## src/rtl/uart_pkg.sv

```systemverilog
// Shared UART definitions: oversampling defaults, mid-bit sample ticks and FSM encoding.
// Used by both the receive and transmit sides.
package uart_pkg;

    localparam int unsigned OVERSAMPLE_DEF = 16;
    localparam int unsigned DATA_BITS      = 8;

    typedef enum logic [2:0] {
        IDLE  = 3'd0,
        START = 3'd1,
        DATA  = 3'd2,
        STOP  = 3'd3,
        BREAK = 3'd4
    } uart_state_e;

    // Three votes are taken around the bit centre; the decision uses the last one.
    function automatic int unsigned sample_lo(input int unsigned os);
        return os / 2 - 1;
    endfunction

    function automatic int unsigned sample_mid(input int unsigned os);
        return os / 2;
    endfunction

    function automatic int unsigned sample_hi(input int unsigned os);
        return os / 2 + 1;
    endfunction

endpackage

```

## src/rtl/sync2.sv

```systemverilog
// Two-flop synchronizer for a single asynchronous bit; resets to the line idle level (1).
module sync2 (
    input  logic clk,
    input  logic rst,
    input  logic d,
    output logic q
);

    logic meta;

    always_ff @(posedge clk or negedge rst) begin
        if (!rst) begin
            meta <= 1'b1;
            q    <= 1'b1;
        end else begin
            meta <= d;
            q    <= meta;
        end
    end

endmodule

```

## src/rtl/rx_mod.sv

```systemverilog
// Oversampling UART receiver: 8N1 frames, majority-vote bit decisions, single-byte
// holding register with framing-error and sticky overrun flags.
module rx_mod
    import uart_pkg::*;
#(
    parameter int unsigned OVERSAMPLE = OVERSAMPLE_DEF
) (
    input  logic       clk,
    input  logic       rst,
    input  logic       bclk,
    input  logic       rxd,
    input  logic       rd,
    output logic [7:0] dout,
    output logic       rx_rdy,
    output logic       frame_err,
    output logic       overrun,
    output logic       rts
);

    localparam int unsigned CW = $clog2(OVERSAMPLE);
    localparam logic [CW-1:0] T_LO   = CW'(sample_lo(OVERSAMPLE));
    localparam logic [CW-1:0] T_MID  = CW'(sample_mid(OVERSAMPLE));
    localparam logic [CW-1:0] T_HI   = CW'(sample_hi(OVERSAMPLE));
    localparam logic [CW-1:0] T_LAST = CW'(OVERSAMPLE - 1);

    uart_state_e   state_q, state_n;
    logic          rxd_s, rxd_d;
    logic [CW-1:0] cnt;
    logic [3:0]    bit_cnt;
    logic [7:0]    shreg;
    logic          s_lo, s_mid;
    logic          maj, decide, wrap, fall, load;

    sync2 u_sync (
        .clk (clk),
        .rst (rst),
        .d   (rxd),
        .q   (rxd_s)
    );

    assign decide = bclk && (cnt == T_HI);
    assign wrap   = bclk && (cnt == T_LAST);
    assign fall   = rxd_d & ~rxd_s;
    assign maj    = (s_lo & s_mid) | (s_lo & rxd_s) | (s_mid & rxd_s);
    assign rts    = ~rx_rdy;

    always_ff @(posedge clk or negedge rst) begin
        if (!rst) state_q <= IDLE;
        else      state_q <= state_n;
    end

    always_comb begin
        state_n = state_q;
        load    = 1'b0;
        case (state_q)
            IDLE:  if (fall) state_n = START;
            START: begin
                if (decide && maj) state_n = IDLE;
                else if (wrap)     state_n = DATA;
            end
            DATA:  if (wrap && bit_cnt == 4'(DATA_BITS)) state_n = STOP;
            STOP:  begin
                if (decide) begin
                    load    = 1'b1;
                    state_n = maj ? IDLE : BREAK;
                end
            end
            BREAK: if (rxd_s) state_n = IDLE;
            default: state_n = IDLE;
        endcase
    end

    always_ff @(posedge clk or negedge rst) begin
        if (!rst) begin
            rxd_d   <= 1'b1;
            cnt     <= '0;
            bit_cnt <= '0;
            shreg   <= '0;
            s_lo    <= 1'b1;
            s_mid   <= 1'b1;
        end else begin
            rxd_d <= rxd_s;
            if (state_q == IDLE || state_q == BREAK) cnt <= '0;
            else if (bclk)                           cnt <= (cnt == T_LAST) ? '0 : cnt + 1'b1;
            if (bclk && cnt == T_LO)  s_lo  <= rxd_s;
            if (bclk && cnt == T_MID) s_mid <= rxd_s;
            if (state_q == START) begin
                bit_cnt <= '0;
            end else if (state_q == DATA && decide) begin
                shreg   <= {maj, shreg[7:1]};
                bit_cnt <= bit_cnt + 1'b1;
            end
        end
    end

    // A pop in the same cycle as a stop decision frees the register for the new byte.
    always_ff @(posedge clk or negedge rst) begin
        if (!rst) begin
            dout      <= '0;
            rx_rdy    <= 1'b0;
            frame_err <= 1'b0;
            overrun   <= 1'b0;
        end else if (load) begin
            if (!rx_rdy || rd) begin
                dout      <= shreg;
                frame_err <= ~maj;
                rx_rdy    <= 1'b1;
                overrun   <= 1'b0;
            end else begin
                overrun   <= 1'b1;
            end
        end else if (rd && rx_rdy) begin
            rx_rdy    <= 1'b0;
            frame_err <= 1'b0;
            overrun   <= 1'b0;
        end
    end

endmodule

```

## config.mk

```make
export PLATFORM = sky130hd
export DESIGN_NAME = rx_mod
export DESIGN_NICKNAME = d
export VERILOG_FILES = /design/src/rtl/uart_pkg.sv /design/src/rtl/sync2.sv /design/src/rtl/rx_mod.sv
export SDC_FILE = /design/constraint.sdc
export NUM_CORES = 1
export LEC_CHECK = 0
export ABC_CLOCK_PERIOD_IN_PS = 2100
export BUFFER_PORTS_ARGS = -buffer_cell sky130_fd_sc_hd__buf_2
export CORE_MARGIN = 2
export CORE_UTILIZATION = 50
export CTS_CLUSTER_SIZE = 40
export DETAILED_ROUTE_END_ITERATION = 7
export PLACE_DENSITY = 0.7
export SYNTH_ARGS = -nofsm -noshare
export SYNTH_HDL_FRONTEND = slang
export SYNTH_SLANG_ARGS = --single-unit
```

## constraint.sdc

```tcl
create_clock -name clk -period 2.1 [get_ports clk]
set_input_delay 0 -clock clk [delete_from_list [all_inputs] [get_ports clk]]
set_output_delay 0 -clock clk [all_outputs]
set_load 0.02 [all_outputs]
```

==> flow_results.xml, run 1 <==
<?xml version="1.0" encoding="UTF-8"?>
<metrics>
  <group name="die">
    <metric name="rows" unit="">21</metric>
    <metric name="die-width" unit="microns">62.2</metric>
    <metric name="core-area" unit="sq mm">0.00328</metric>
    <metric name="total_die_area" unit="sq mm">0.00387</metric>
    <metric name="die_y" unit="microns">62.2</metric>
    <metric name="start_util" unit="%">51.6</metric>
    <metric name="num_io_pins" unit="">17</metric>
  </group>
  <group name="clock_network">
    <metric name="latest_clock_arrival_within_the_worst_skew_pair" unit="ns">0.33</metric>
    <metric name="clock-sinks" unit="">35</metric>
    <metric name="post_cts.resized_instances" unit="">0</metric>
    <metric name="htreeDepth" unit="">2</metric>
    <metric name="path_clk_slew" unit="ns">0.11</metric>
    <metric name="ctsLongestPathBuffers" unit="">2</metric>
    <metric name="number_of_clock_buffers_inserted_by_tritoncts" unit="">5</metric>
    <metric name="cts_tree" unit="">done</metric>
    <metric name="cts_root_buf" unit="">sky130_fd_sc_hd__clkbuf_4</metric>
  </group>
  <group name="drt">
    <metric name="post_drt_via_cell_ratio" unit="">5.32</metric>
    <metric name="detail_route.wl_per_cell" unit="microns">13.3</metric>
    <metric name="detailedRoute.firstPassIterationCount" unit="">4</metric>
    <metric name="remaining_drc_errors" unit="">0</metric>
    <metric name="dr_total_vias" unit="">1102</metric>
    <metric name="drtAntennaViolNets" unit="">0</metric>
    <metric name="drtIter0Drc" unit="">24</metric>
    <metric name="route.final.wire_length" unit="microns">2750</metric>
  </group>
  <group name="sta">
    <metric name="setup_repair_after_global_routing_missed_its_margin" unit="">no</metric>
    <metric name="finalCritPeriodShare" unit="%">95.4</metric>
    <metric name="final_hold_viol_count" unit="">0</metric>
    <metric name="timing.fmax" unit="MHz">499</metric>
    <metric name="final.min_clock_period" unit="ns">2.00</metric>
    <metric name="max_slew.worst_pin.slew" unit="ns">0.749</metric>
    <metric name="fin_tns_setup" unit="ns">0</metric>
    <metric name="relSlewSlack" unit="%">50.0</metric>
    <metric name="setup-violations-final" unit="">0</metric>
    <metric name="worst_clock_skew" unit="ns">0.00852</metric>
    <metric name="timing.final.max_slew_violations" unit="">0</metric>
  </group>
  <group name="synth">
    <metric name="post_synth_inst_count" unit="">137</metric>
    <metric name="postSynthNetCount" unit="">147</metric>
    <metric name="asyncSetResetFlopFracSynth" unit="%">100</metric>
    <metric name="postSynthAreaPerCell" unit="sq um">12.4</metric>
    <metric name="synth-seq-area-share" unit="%">52.0</metric>
    <metric name="number_of_enable_flip_flop_cells_after_synthesis" unit="">0</metric>
    <metric name="ys_warn_count" unit="">0</metric>
    <metric name="summed_instance_area_of_the_synthesized_netlist" unit="sq mm">0.00170</metric>
    <metric name="yosys.cell_types.count" unit="">41</metric>
    <metric name="postSynthRegisterBits" unit="">35</metric>
    <metric name="most_instantiated_flip_flop_cell_in_the_synthesis_netlist" unit="">sky130_fd_sc_hd__dfrtp_1</metric>
  </group>
  <group name="power_and_ir_drop">
    <metric name="sw_share" unit="%">29.4</metric>
    <metric name="p_per_area" unit="mW/mm^2">829</metric>
    <metric name="power.share.combinational" unit="%">18.2</metric>
    <metric name="p_leak" unit="nW">0.960</metric>
    <metric name="vdd.ir_drop.worst" unit="mV">0.674</metric>
    <metric name="totalPowerFinal" unit="W">0.00159</metric>
    <metric name="switchingPower" unit="W">0.000468</metric>
    <metric name="clkPwrFrac" unit="%">26.4</metric>
    <metric name="pwr-share-seq" unit="%">55.4</metric>
    <metric name="cell_internal_pwr" unit="W">0.00112</metric>
  </group>
  <group name="global_route">
    <metric name="grt.overflow.total" unit="">0</metric>
    <metric name="number_of_antenna_violations_at_the_first_check_in_global_routing" unit="">0</metric>
    <metric name="track_usage" unit="%">16.7</metric>
    <metric name="grt_start_max_net_pins" unit="">36</metric>
    <metric name="grt_first_pass_wirelength" unit="microns">5130</metric>
    <metric name="grt_pass1_vias" unit="">1131</metric>
  </group>
  <group name="cells_and_area">
    <metric name="fill_cells" unit="">274</metric>
    <metric name="finish.utilization" unit="%">58.4</metric>
    <metric name="num_antenna_cells" unit="">0</metric>
    <metric name="multiInputGateArea" unit="sq um">747</metric>
    <metric name="nNetsFinal" unit="">170</metric>
    <metric name="final-instance-count-excl-fill" unit="">207</metric>
    <metric name="area_growth" unit="%">13.1</metric>
    <metric name="regArea" unit="sq um">882</metric>
    <metric name="layout-drive-gt1-share" unit="%">34.8</metric>
  </group>
  <group name="min_path">
    <metric name="hold_class" unit="">input port to flip-flop</metric>
  </group>
  <group name="status">
    <metric name="outcome" unit="">finished, final reports clean</metric>
  </group>
  <group name="critical_path">
    <metric name="worst_path_dominant_cell_family" unit="">simple AND/OR/NAND/NOR gates</metric>
    <metric name="timing.critical_path.arrival" unit="ns">2.22</metric>
    <metric name="worst-path-max-fanout" unit="">8</metric>
    <metric name="worstSetupPathType" unit="">flip-flop to flip-flop</metric>
    <metric name="cp_slowest_cell" unit="">sky130_fd_sc_hd__dfrtp_1</metric>
    <metric name="end_kind" unit="">flip-flop</metric>
    <metric name="setup.worst_path.start_class" unit="">flip-flop</metric>
    <metric name="cpPeakStageDelay" unit="ns">0.43</metric>
    <metric name="critical_path_buffers_and_inverters" unit="">1</metric>
    <metric name="path_cells" unit="">inv_1, ha_1, nand4b_4, or3_4, nand2b_4, mux2_4</metric>
    <metric name="critPathRequiredTime" unit="ns">2.32</metric>
  </group>
  <group name="placed_design">
    <metric name="dpl.hpwl" unit="microns">1960</metric>
    <metric name="routabilityCongestion" unit="">0.762</metric>
    <metric name="dpl.cell_count" unit="">196</metric>
    <metric name="placement.io_buffers" unit="">16</metric>
  </group>
  <group name="flow_run">
    <metric name="max-cap-violations" unit="">0</metric>
  </group>
</metrics>
[cell usage after synthesis, types with 2 or more instances]
library cell	count	share of area, %
sky130_fd_sc_hd__dfstp_2	5	7.7
sky130_fd_sc_hd__nand2b_1	2	0.74
sky130_fd_sc_hd__nand2_1	9	2.0
sky130_fd_sc_hd__buf_2	2	0.59
sky130_fd_sc_hd__xnor2_1	2	1.0
sky130_fd_sc_hd__a211oi_1	3	1.3
sky130_fd_sc_hd__nor4_1	4	1.5
sky130_fd_sc_hd__nor2_1	7	1.6
sky130_fd_sc_hd__nand3_1	3	0.89
sky130_fd_sc_hd__mux2_4	8	7.1
sky130_fd_sc_hd__mux2i_1	3	1.8
sky130_fd_sc_hd__nor3_1	2	0.59
sky130_fd_sc_hd__inv_1	9	2.0
sky130_fd_sc_hd__dfrtp_1	30	44
sky130_fd_sc_hd__ha_1	5	3.7
sky130_fd_sc_hd__nand4b_1	3	1.6
sky130_fd_sc_hd__mux2_2	12	8.0
sky130_fd_sc_hd__a21oi_1	4	1.2
sky130_fd_sc_hd__o21ai_0	2	0.59
[worst min-delay path: cells and delay by family]
| family | cells | cell delay (ns) |
|---|---|---|
| AND/OR/NAND/NOR | 1 | 0.05 |
| multiplexers | 1 | 0.16 |
| buffers and inverters | 1 | 0.17 |
[registers in the layout, summed over array words and instances, names as in the netlist]
signal	cells
overrun	1
cnt	4
dout	8
frame_err	1
rx_rdy	1
bit_cnt	4
u_sync.meta	1
state_q	3
u_sync.q	1
s_lo	1
rxd_d	1
shreg	8
s_mid	1
[final cells by class]
type / instances / area share, %
multi-input combinational: 88 / 38.9
clock inverter: 1 / 0.391
timing repair buffer: 21 / 6.52
sequential: 35 / 46.0
tap: 46 / 3.00
inverter: 9 / 1.76
clock buffer: 7 / 3.39
[worst paths after layout]
kind	end	from	cells past startpoint	slack, ns
setup / recovery	dout[3]	cnt[1]	6	0.1
hold / removal	cnt[1]	bclk	3	0.09
setup reg to reg	dout[3]	cnt[1]	6	0.1
hold reg to reg	u_sync.q	u_sync.meta	0	0.36
max in group asynchronous	shreg[6]	rst	2	1.35
min in group asynchronous	state_q[1]	rst	2	0.27
[placed cells by master (no fill, tap or decap), types with 2 or more instances in the layout]
cell type and count:
sky130_fd_sc_hd__nand3_1 3, sky130_fd_sc_hd__nand2b_1 2, sky130_fd_sc_hd__a211oi_1 3, sky130_fd_sc_hd__mux2_2 12
sky130_fd_sc_hd__o21ai_0 2, sky130_fd_sc_hd__nor4_1 4, sky130_fd_sc_hd__ha_1 5, sky130_fd_sc_hd__dfrtp_1 30
sky130_fd_sc_hd__xnor2_1 2, sky130_fd_sc_hd__mux2i_1 3, sky130_fd_sc_hd__nor3_1 2, sky130_fd_sc_hd__buf_4 2
sky130_fd_sc_hd__a21oi_1 4, sky130_fd_sc_hd__nand2_1 9, sky130_fd_sc_hd__nand4b_1 3, sky130_fd_sc_hd__buf_2 16
sky130_fd_sc_hd__inv_1 9, sky130_fd_sc_hd__dlygate4sd3_1 3, sky130_fd_sc_hd__clkbuf_4 5, sky130_fd_sc_hd__nor2_1 7
sky130_fd_sc_hd__mux2_4 8, sky130_fd_sc_hd__clkbuf_8 2, sky130_fd_sc_hd__dfstp_2 5
[cells by family after synthesis]
| family | Yosys count | synth area share, % |
|---|---|---|
| mux | 23 | 16.8 |
| fa+ha+maj | 6 | 4.28 |
| xor+xnor | 3 | 1.55 |
| flops | 35 | 52.0 |
| buf+inv | 14 | 3.91 |
| simple gates | 40 | 15.0 |
| compound gates | 16 | 6.42 |
[what timing repair did]
action	in CTS	in global routing
setup buffers	0	0
endpoints found under the hold margin	33	0
hold buffers	3	0
[power by group through the flow]
stage               sequential (W)  combinational, W  clock, W
floorplan                 0.000872          0.000222         0
global placement          0.000885          0.000274         0
detailed placement        0.000892          0.000291         0
CTS                       0.000880          0.000296  0.000427
global route              0.000895          0.000338  0.000479
finish                    0.000881          0.000290  0.000419
[metal layers]
metal  wire, microns  vias up  track usage (%)
li1                -      537                -
met1            1370      545             21.6
met2            1250       15             27.3
met3              82        5             4.89
met4              43        0             5.28
met5               0        -                0
[metrics by stage]
| stage | area [sq um] | hold WS (ns) | setup WS [ns] |
|---|---|---|---|
| 6_report | 1920 | 0.0868 | 0.0976 |
| 5_1_grt | 1920 | 0.0997 | 0.0133 |
| 4_1_cts | 1920 | 0.0770 | 0.0947 |
| 3_5_place_dp | 1820 | 0.107 | 0.115 |
| 3_3_place_gp | 1820 | 0.101 | 0.180 |
| 2_1_floorplan | 1700 | -0.296 | 0.200 |
Note: power is estimated with default switching activity, not from simulation.
==> run 2: changes to the inputs <==
Settings changed: CTS_CLUSTER_DIAMETER set to 80, SETUP_SLACK_MARGIN set to 0.15.
==> run 2 against run 1 <==
  * Worst hold slack improved by 0.0035 ns
  * Core utilization rose by 1.1 points
  * Worst setup slack improved by 0.083 ns
  * Total power rose by 2.8%
  * Largest power group unchanged
  * Clock power barely moved
  * Sequential power barely moved
==> flow_results.xml, run 2 (synthesis gave the netlist of run 1 again) <==
<?xml version="1.0" encoding="UTF-8"?>
<metrics>
  <group name="status">
    <metric name="outcome" unit="">finished, final reports clean</metric>
  </group>
  <group name="flow_run">
    <metric name="max-cap-violations" unit="">0</metric>
  </group>
  <group name="critical_path">
    <metric name="critPathRequiredTime" unit="ns">2.32</metric>
    <metric name="worstSetupPathType" unit="">flip-flop to flip-flop</metric>
    <metric name="cp_slowest_cell" unit="">sky130_fd_sc_hd__or3_4</metric>
    <metric name="end_kind" unit="">flip-flop</metric>
    <metric name="setup.worst_path.start_class" unit="">flip-flop</metric>
    <metric name="worst-path-max-fanout" unit="">8</metric>
    <metric name="path_cells" unit="">inv_1, ha_4, nand4b_4, or3_4, nand2b_4, mux2_4</metric>
    <metric name="cpPeakStageDelay" unit="ns">0.42</metric>
    <metric name="timing.critical_path.arrival" unit="ns">2.14</metric>
    <metric name="critical_path_buffers_and_inverters" unit="">1</metric>
    <metric name="worst_path_dominant_cell_family" unit="">simple AND/OR/NAND/NOR gates</metric>
  </group>
  <group name="drt">
    <metric name="dr_total_vias" unit="">1124</metric>
    <metric name="remaining_drc_errors" unit="">0</metric>
    <metric name="drtAntennaViolNets" unit="">0</metric>
    <metric name="post_drt_via_cell_ratio" unit="">5.35</metric>
    <metric name="drtIter0Drc" unit="">47</metric>
    <metric name="route.final.wire_length" unit="microns">2810</metric>
    <metric name="detail_route.wl_per_cell" unit="microns">13.4</metric>
    <metric name="detailedRoute.firstPassIterationCount" unit="">4</metric>
  </group>
  <group name="placed_design">
    <metric name="dpl.hpwl" unit="microns">1960</metric>
    <metric name="dpl-instance-area" unit="sq mm">0.00182</metric>
    <metric name="pre_cts_ws" unit="ns">0.115</metric>
    <metric name="placement.io_buffers" unit="">16</metric>
    <metric name="routabilityCongestion" unit="">0.762</metric>
  </group>
  <group name="cells_and_area">
    <metric name="layout-drive-gt1-share" unit="%">36.6</metric>
    <metric name="area_growth" unit="%">15.2</metric>
    <metric name="finish.utilization" unit="%">59.5</metric>
    <metric name="mostFrequentLayoutCells" unit="">30 x sky130_fd_sc_hd__dfrtp_1, 16 x sky130_fd_sc_hd__buf_2, 12 x sky130_fd_sc_hd__mux2_2, 9 x sky130_fd_sc_hd__inv_1, 9 x sky130_fd_sc_hd__nand2_1</metric>
    <metric name="final_common_cell" unit="">sky130_fd_sc_hd__dfrtp_1</metric>
    <metric name="nNetsFinal" unit="">173</metric>
    <metric name="num_antenna_cells" unit="">0</metric>
    <metric name="reg.largest.list" unit="">dout (8), shreg (8)</metric>
    <metric name="fin_area" unit="sq mm">0.00195</metric>
  </group>
  <group name="die">
    <metric name="core-area" unit="sq mm">0.00328</metric>
    <metric name="die_y" unit="microns">62.2</metric>
    <metric name="rows" unit="">21</metric>
    <metric name="total_die_area" unit="sq mm">0.00387</metric>
    <metric name="die-width" unit="microns">62.2</metric>
    <metric name="num_io_pins" unit="">17</metric>
    <metric name="start_util" unit="%">51.6</metric>
  </group>
  <group name="clock_network">
    <metric name="ctsLongestPathBuffers" unit="">2</metric>
    <metric name="path_clk_slew" unit="ns">0.10</metric>
    <metric name="clock-sinks" unit="">35</metric>
    <metric name="cts_root_buf" unit="">sky130_fd_sc_hd__clkbuf_4</metric>
    <metric name="latest_clock_arrival_within_the_worst_skew_pair" unit="ns">0.33</metric>
    <metric name="number_of_clock_buffers_inserted_by_tritoncts" unit="">5</metric>
    <metric name="cts_tree" unit="">done</metric>
    <metric name="htreeDepth" unit="">2</metric>
  </group>
  <group name="power_and_ir_drop">
    <metric name="power.share.combinational" unit="%">20.8</metric>
    <metric name="cell_internal_pwr" unit="W">0.00115</metric>
    <metric name="clkPwrFrac" unit="%">25.5</metric>
    <metric name="p_per_area" unit="mW/mm^2">838</metric>
    <metric name="p_leak" unit="nW">0.974</metric>
    <metric name="switchingPower" unit="W">0.000484</metric>
    <metric name="vdd.ir_drop.worst" unit="mV">0.692</metric>
    <metric name="pwr-share-seq" unit="%">53.7</metric>
    <metric name="sw_share" unit="%">29.6</metric>
  </group>
  <group name="global_route">
    <metric name="number_of_antenna_violations_at_the_first_check_in_global_routing" unit="">0</metric>
    <metric name="grt_first_pass_wirelength" unit="microns">5180</metric>
    <metric name="track_usage" unit="%">16.9</metric>
    <metric name="grt_start_max_net_pins" unit="">36</metric>
    <metric name="grt_pass1_vias" unit="">1144</metric>
    <metric name="grt.overflow.total" unit="">0</metric>
  </group>
  <group name="sta">
    <metric name="worst_clock_skew" unit="ns">0.00885</metric>
    <metric name="finalCritPeriodShare" unit="%">91.4</metric>
    <metric name="layout_setup_ws" unit="ns">0.181</metric>
    <metric name="max_slew.worst_pin.slew" unit="ns">0.748</metric>
    <metric name="timing.final.max_slew_violations" unit="">0</metric>
    <metric name="final_hold_viol_count" unit="">0</metric>
    <metric name="relSlewSlack" unit="%">50.1</metric>
    <metric name="fin_tns_setup" unit="ns">0</metric>
    <metric name="timing.fmax" unit="MHz">521</metric>
    <metric name="setup-violations-final" unit="">0</metric>
    <metric name="final.min_clock_period" unit="ns">1.92</metric>
    <metric name="setup_repair_after_global_routing_missed_its_margin" unit="">yes</metric>
    <metric name="worst_hold_slack" unit="ns">0.0903</metric>
  </group>
  <group name="min_path">
    <metric name="hold_class" unit="">input port to flip-flop</metric>
  </group>
</metrics>
run 2: what timing repair did:
action	in CTS	in global routing
gates resized for setup	1	1
hold endpoints to repair	33	0
hold buffers	3	0
setup endpoints to repair	8	8
setup buffers	2	1
pin swaps	1	0
run 2: worst paths after layout:
kind | slack [ns] | endpoint | startpoint | cells after the start
worst max register to register | 0.18 | dout[3] | cnt[1] | 6
worst min register to register | 0.36 | u_sync.q | u_sync.meta | 0
worst min-delay path | 0.09 | cnt[1] | bclk | 3
max in group asynchronous | 1.35 | shreg[6] | rst | 2
worst max-delay path | 0.18 | dout[3] | cnt[1] | 6
min in group asynchronous | 0.27 | state_q[1] | rst | 2
run 2: power groups by stage:
stage	Sequential, W	Combinational [W]	Clock [W]
floorplan	0.000872	0.000222	0
global placement	0.000885	0.000274	0
detailed placement	0.000892	0.000291	0
CTS	0.000875	0.000317	0.000427
global route	0.000891	0.000387	0.000479
finish	0.000878	0.000340	0.000418
run 2: per-stage QoR:
step	power [W]	instances
floorplan	0.00109	137
global placement	0.00116	196
detailed placement	0.00118	196
CTS	0.00162	209
global route	0.00176	210
finish	0.00164	210
run 2: layer usage:
metal / up-vias / wire (microns) / GRT usage, %
li1: 542 / - / -
met1: 556 / 1380 / 21.6
met2: 21 / 1290 / 27.6
met3: 5 / 98 / 4.89
met4: 0 / 43 / 6.11
met5: - / 0 / 0
run 2: tightest hold or removal path: stages:
cell and delay [ns]:
sky130_fd_sc_hd__buf_2 0.17, sky130_fd_sc_hd__mux2i_1 0.16, sky130_fd_sc_hd__nor2_1 0.05
run 2: cell type report:
| class | count | area, sq um |
|---|---|---|
| clock buffers | 7 | 65.1 |
| clock inverters | 1 | 7.51 |
| fillers | 268 | 1330 |
| inverters | 9 | 33.8 |
| multi-input cells | 88 | 759 |
| flip-flops and latches | 35 | 882 |
| well taps | 46 | 57.6 |
| repair buffers | 24 | 148 |
==> run 3: changes to the inputs <==
Settings changed: GPL_TIMING_DRIVEN set to 1, HOLD_SLACK_MARGIN set to 0.15.
==> run 3 against run 2 <==
  * Worst hold slack improved by 0.18 ns
  * Critical path type unchanged
  * Wire length decreased by 0.25%
  * Worst setup slack improved by 0.00057 ns
  * Cell count increased by 0.48%
  * Combinational power about the same
  * Critical endpoint unchanged
  * Clock power about the same
  * First-iteration DRC count decreased by 6.4%
  * Via count increased by 0.62%
==> flow_results.xml, run 3 (synthesis gave the netlist of run 1 again) <==
<?xml version="1.0" encoding="UTF-8"?>
<metrics>
  <group name="critical_path">
    <metric name="cp_slowest_cell" unit="">sky130_fd_sc_hd__or3_4</metric>
    <metric name="end_kind" unit="">flip-flop</metric>
    <metric name="cp.depth" unit="">6</metric>
    <metric name="critical_path_buffers_and_inverters" unit="">1</metric>
    <metric name="worst_path_dominant_cell_family" unit="">simple AND/OR/NAND/NOR gates</metric>
    <metric name="worst-path-max-fanout" unit="">8</metric>
    <metric name="cpPeakStageDelay" unit="ns">0.42</metric>
    <metric name="setup.worst_path.start_class" unit="">flip-flop</metric>
    <metric name="critPathRequiredTime" unit="ns">2.32</metric>
    <metric name="timing.critical_path.arrival" unit="ns">2.14</metric>
    <metric name="worstSetupPathType" unit="">flip-flop to flip-flop</metric>
    <metric name="ff2ff_path_depth" unit="">6</metric>
    <metric name="path_cells" unit="">inv_1, ha_4, nand4b_4, or3_4, nand2b_4, mux2_4</metric>
  </group>
  <group name="drt">
    <metric name="drtIter0Drc" unit="">44</metric>
    <metric name="dr_total_vias" unit="">1131</metric>
    <metric name="detailedRoute.firstPassIterationCount" unit="">4</metric>
    <metric name="detail_route.wl_per_cell" unit="microns">13.3</metric>
    <metric name="post_drt_via_cell_ratio" unit="">5.36</metric>
    <metric name="route.final.wire_length" unit="microns">2800</metric>
    <metric name="drtAntennaViolNets" unit="">0</metric>
    <metric name="remaining_drc_errors" unit="">0</metric>
  </group>
  <group name="global_route">
    <metric name="grt_pass1_vias" unit="">1149</metric>
    <metric name="track_usage" unit="%">16.9</metric>
    <metric name="number_of_antenna_violations_at_the_first_check_in_global_routing" unit="">0</metric>
    <metric name="grt_start_max_net_pins" unit="">36</metric>
    <metric name="grt.overflow.total" unit="">0</metric>
    <metric name="grt_first_pass_wirelength" unit="microns">5190</metric>
  </group>
  <group name="sta">
    <metric name="final.min_clock_period" unit="ns">1.92</metric>
    <metric name="setup-violations-final" unit="">0</metric>
    <metric name="timing.final.max_slew_violations" unit="">0</metric>
    <metric name="layout_setup_ws" unit="ns">0.182</metric>
    <metric name="fin_tns_setup" unit="ns">0</metric>
    <metric name="timing.fmax" unit="MHz">521</metric>
    <metric name="final_hold_viol_count" unit="">0</metric>
    <metric name="relSlewSlack" unit="%">49.7</metric>
    <metric name="worst_clock_skew" unit="ns">0.00893</metric>
    <metric name="setup_repair_after_global_routing_missed_its_margin" unit="">yes</metric>
    <metric name="finalCritPeriodShare" unit="%">91.4</metric>
    <metric name="max_slew.worst_pin.slew" unit="ns">0.754</metric>
  </group>
  <group name="power_and_ir_drop">
    <metric name="vdd.ir_drop.worst" unit="mV">0.691</metric>
    <metric name="p_per_area" unit="mW/mm^2">834</metric>
    <metric name="totalPowerFinal" unit="W">0.00164</metric>
    <metric name="p_leak" unit="nW">0.978</metric>
  </group>
  <group name="die">
    <metric name="rows" unit="">21</metric>
    <metric name="die_y" unit="microns">62.2</metric>
    <metric name="die-width" unit="microns">62.2</metric>
    <metric name="total_die_area" unit="sq mm">0.00387</metric>
    <metric name="num_io_pins" unit="">17</metric>
    <metric name="core-area" unit="sq mm">0.00328</metric>
    <metric name="start_util" unit="%">51.6</metric>
  </group>
  <group name="placed_design">
    <metric name="dpl.hpwl" unit="microns">1960</metric>
    <metric name="dpl.cell_count" unit="">196</metric>
    <metric name="placement.io_buffers" unit="">16</metric>
    <metric name="pre_cts_ws" unit="ns">0.115</metric>
    <metric name="routabilityCongestion" unit="">0.762</metric>
  </group>
  <group name="clock_network">
    <metric name="htreeDepth" unit="">2</metric>
    <metric name="cts_root_buf" unit="">sky130_fd_sc_hd__clkbuf_4</metric>
    <metric name="number_of_clock_buffers_inserted_by_tritoncts" unit="">5</metric>
    <metric name="latest_clock_arrival_within_the_worst_skew_pair" unit="ns">0.33</metric>
    <metric name="ctsLongestPathBuffers" unit="">2</metric>
    <metric name="path_clk_slew" unit="ns">0.10</metric>
    <metric name="cts_tree" unit="">done</metric>
    <metric name="clock-sinks" unit="">35</metric>
  </group>
  <group name="cells_and_area">
    <metric name="final-instance-count-excl-fill" unit="">211</metric>
    <metric name="final_common_cell" unit="">sky130_fd_sc_hd__dfrtp_1</metric>
    <metric name="reg.largest.list" unit="">dout (8), shreg (8)</metric>
    <metric name="nNetsFinal" unit="">174</metric>
    <metric name="num_antenna_cells" unit="">0</metric>
    <metric name="mostFrequentLayoutCells" unit="">30 x sky130_fd_sc_hd__dfrtp_1, 16 x sky130_fd_sc_hd__buf_2, 12 x sky130_fd_sc_hd__mux2_2, 9 x sky130_fd_sc_hd__inv_1, 9 x sky130_fd_sc_hd__nand2_1</metric>
    <metric name="area_growth" unit="%">15.8</metric>
    <metric name="layout-drive-gt1-share" unit="%">36.4</metric>
  </group>
  <group name="flow_run">
    <metric name="max-cap-violations" unit="">0</metric>
  </group>
  <group name="status">
    <metric name="outcome" unit="">finished, final reports clean</metric>
  </group>
  <group name="min_path">
    <metric name="hold_class" unit="">input port to async pin</metric>
  </group>
</metrics>
run 3: worst paths after layout:
check | slack (ns) | to | startpoint
worst min register to register | 0.36 | u_sync.q | u_sync.meta
max in group asynchronous | 1.34 | shreg[6] | rst
min in group clk | 0.31 | u_sync.meta | rxd
worst max register to register | 0.18 | dout[3] | cnt[1]
worst max-delay path | 0.18 | dout[3] | cnt[1]
worst min-delay path | 0.27 | state_q[1] | rst
run 3: repair_timing:
item                                    4_1_cts  5_1_grt
endpoints found under the setup margin        8        8
hold endpoints to repair                     40        0
hold buffers                                  4        0
buffers inserted                              2        1
pin swaps                                     1        0
resized for setup                             1        1
run 3: report_power, final:
part	internal (W)	leakage (nW)	switching, W
Clock	0.000196	0.0375	0.000223
Combinational	0.000176	0.485	0.000165
Sequential	0.000781	0.455	0.0000968
run 3: stage by stage:
step	area, sq um	hold slack, ns	utilization, %
after global placement	1820	0.101	55.3
after detailed placement	1820	0.107	55.3
after floorplan	1700	-0.296	-
final	1960	0.274	59.8
after global routing	1960	0.290	59.8
after CTS	1950	0.293	59.2
run 3: layer usage:
layer	vias up	GRT usage, %	wire, microns
met2	27	27.6	1280
met3	7	4.89	111
met5	-	0	0
li1	544	-	-
met1	553	21.6	1350
met4	0	6.11	58
run 3: area by class of cell:
| type | instances | area, sq um |
|---|---|---|
| fill | 267 | 1320 |
| sequential | 35 | 882 |
| clock inverter | 1 | 7.51 |
| tap | 46 | 57.6 |
| inverter | 9 | 33.8 |
| clock buffer | 7 | 65.1 |
| timing repair buffer | 25 | 158 |
| multi-input combinational | 88 | 759 |
run 3: worst reg2reg max path: cells and delay by family (launching register included):
family / cells / cell delay (ns)
fa+ha+maj: 1 / 0.16
mux: 1 / 0.33
flops: 1 / 0.40
simple gates: 3 / 0.79
buf+inv: 1 / 0.13
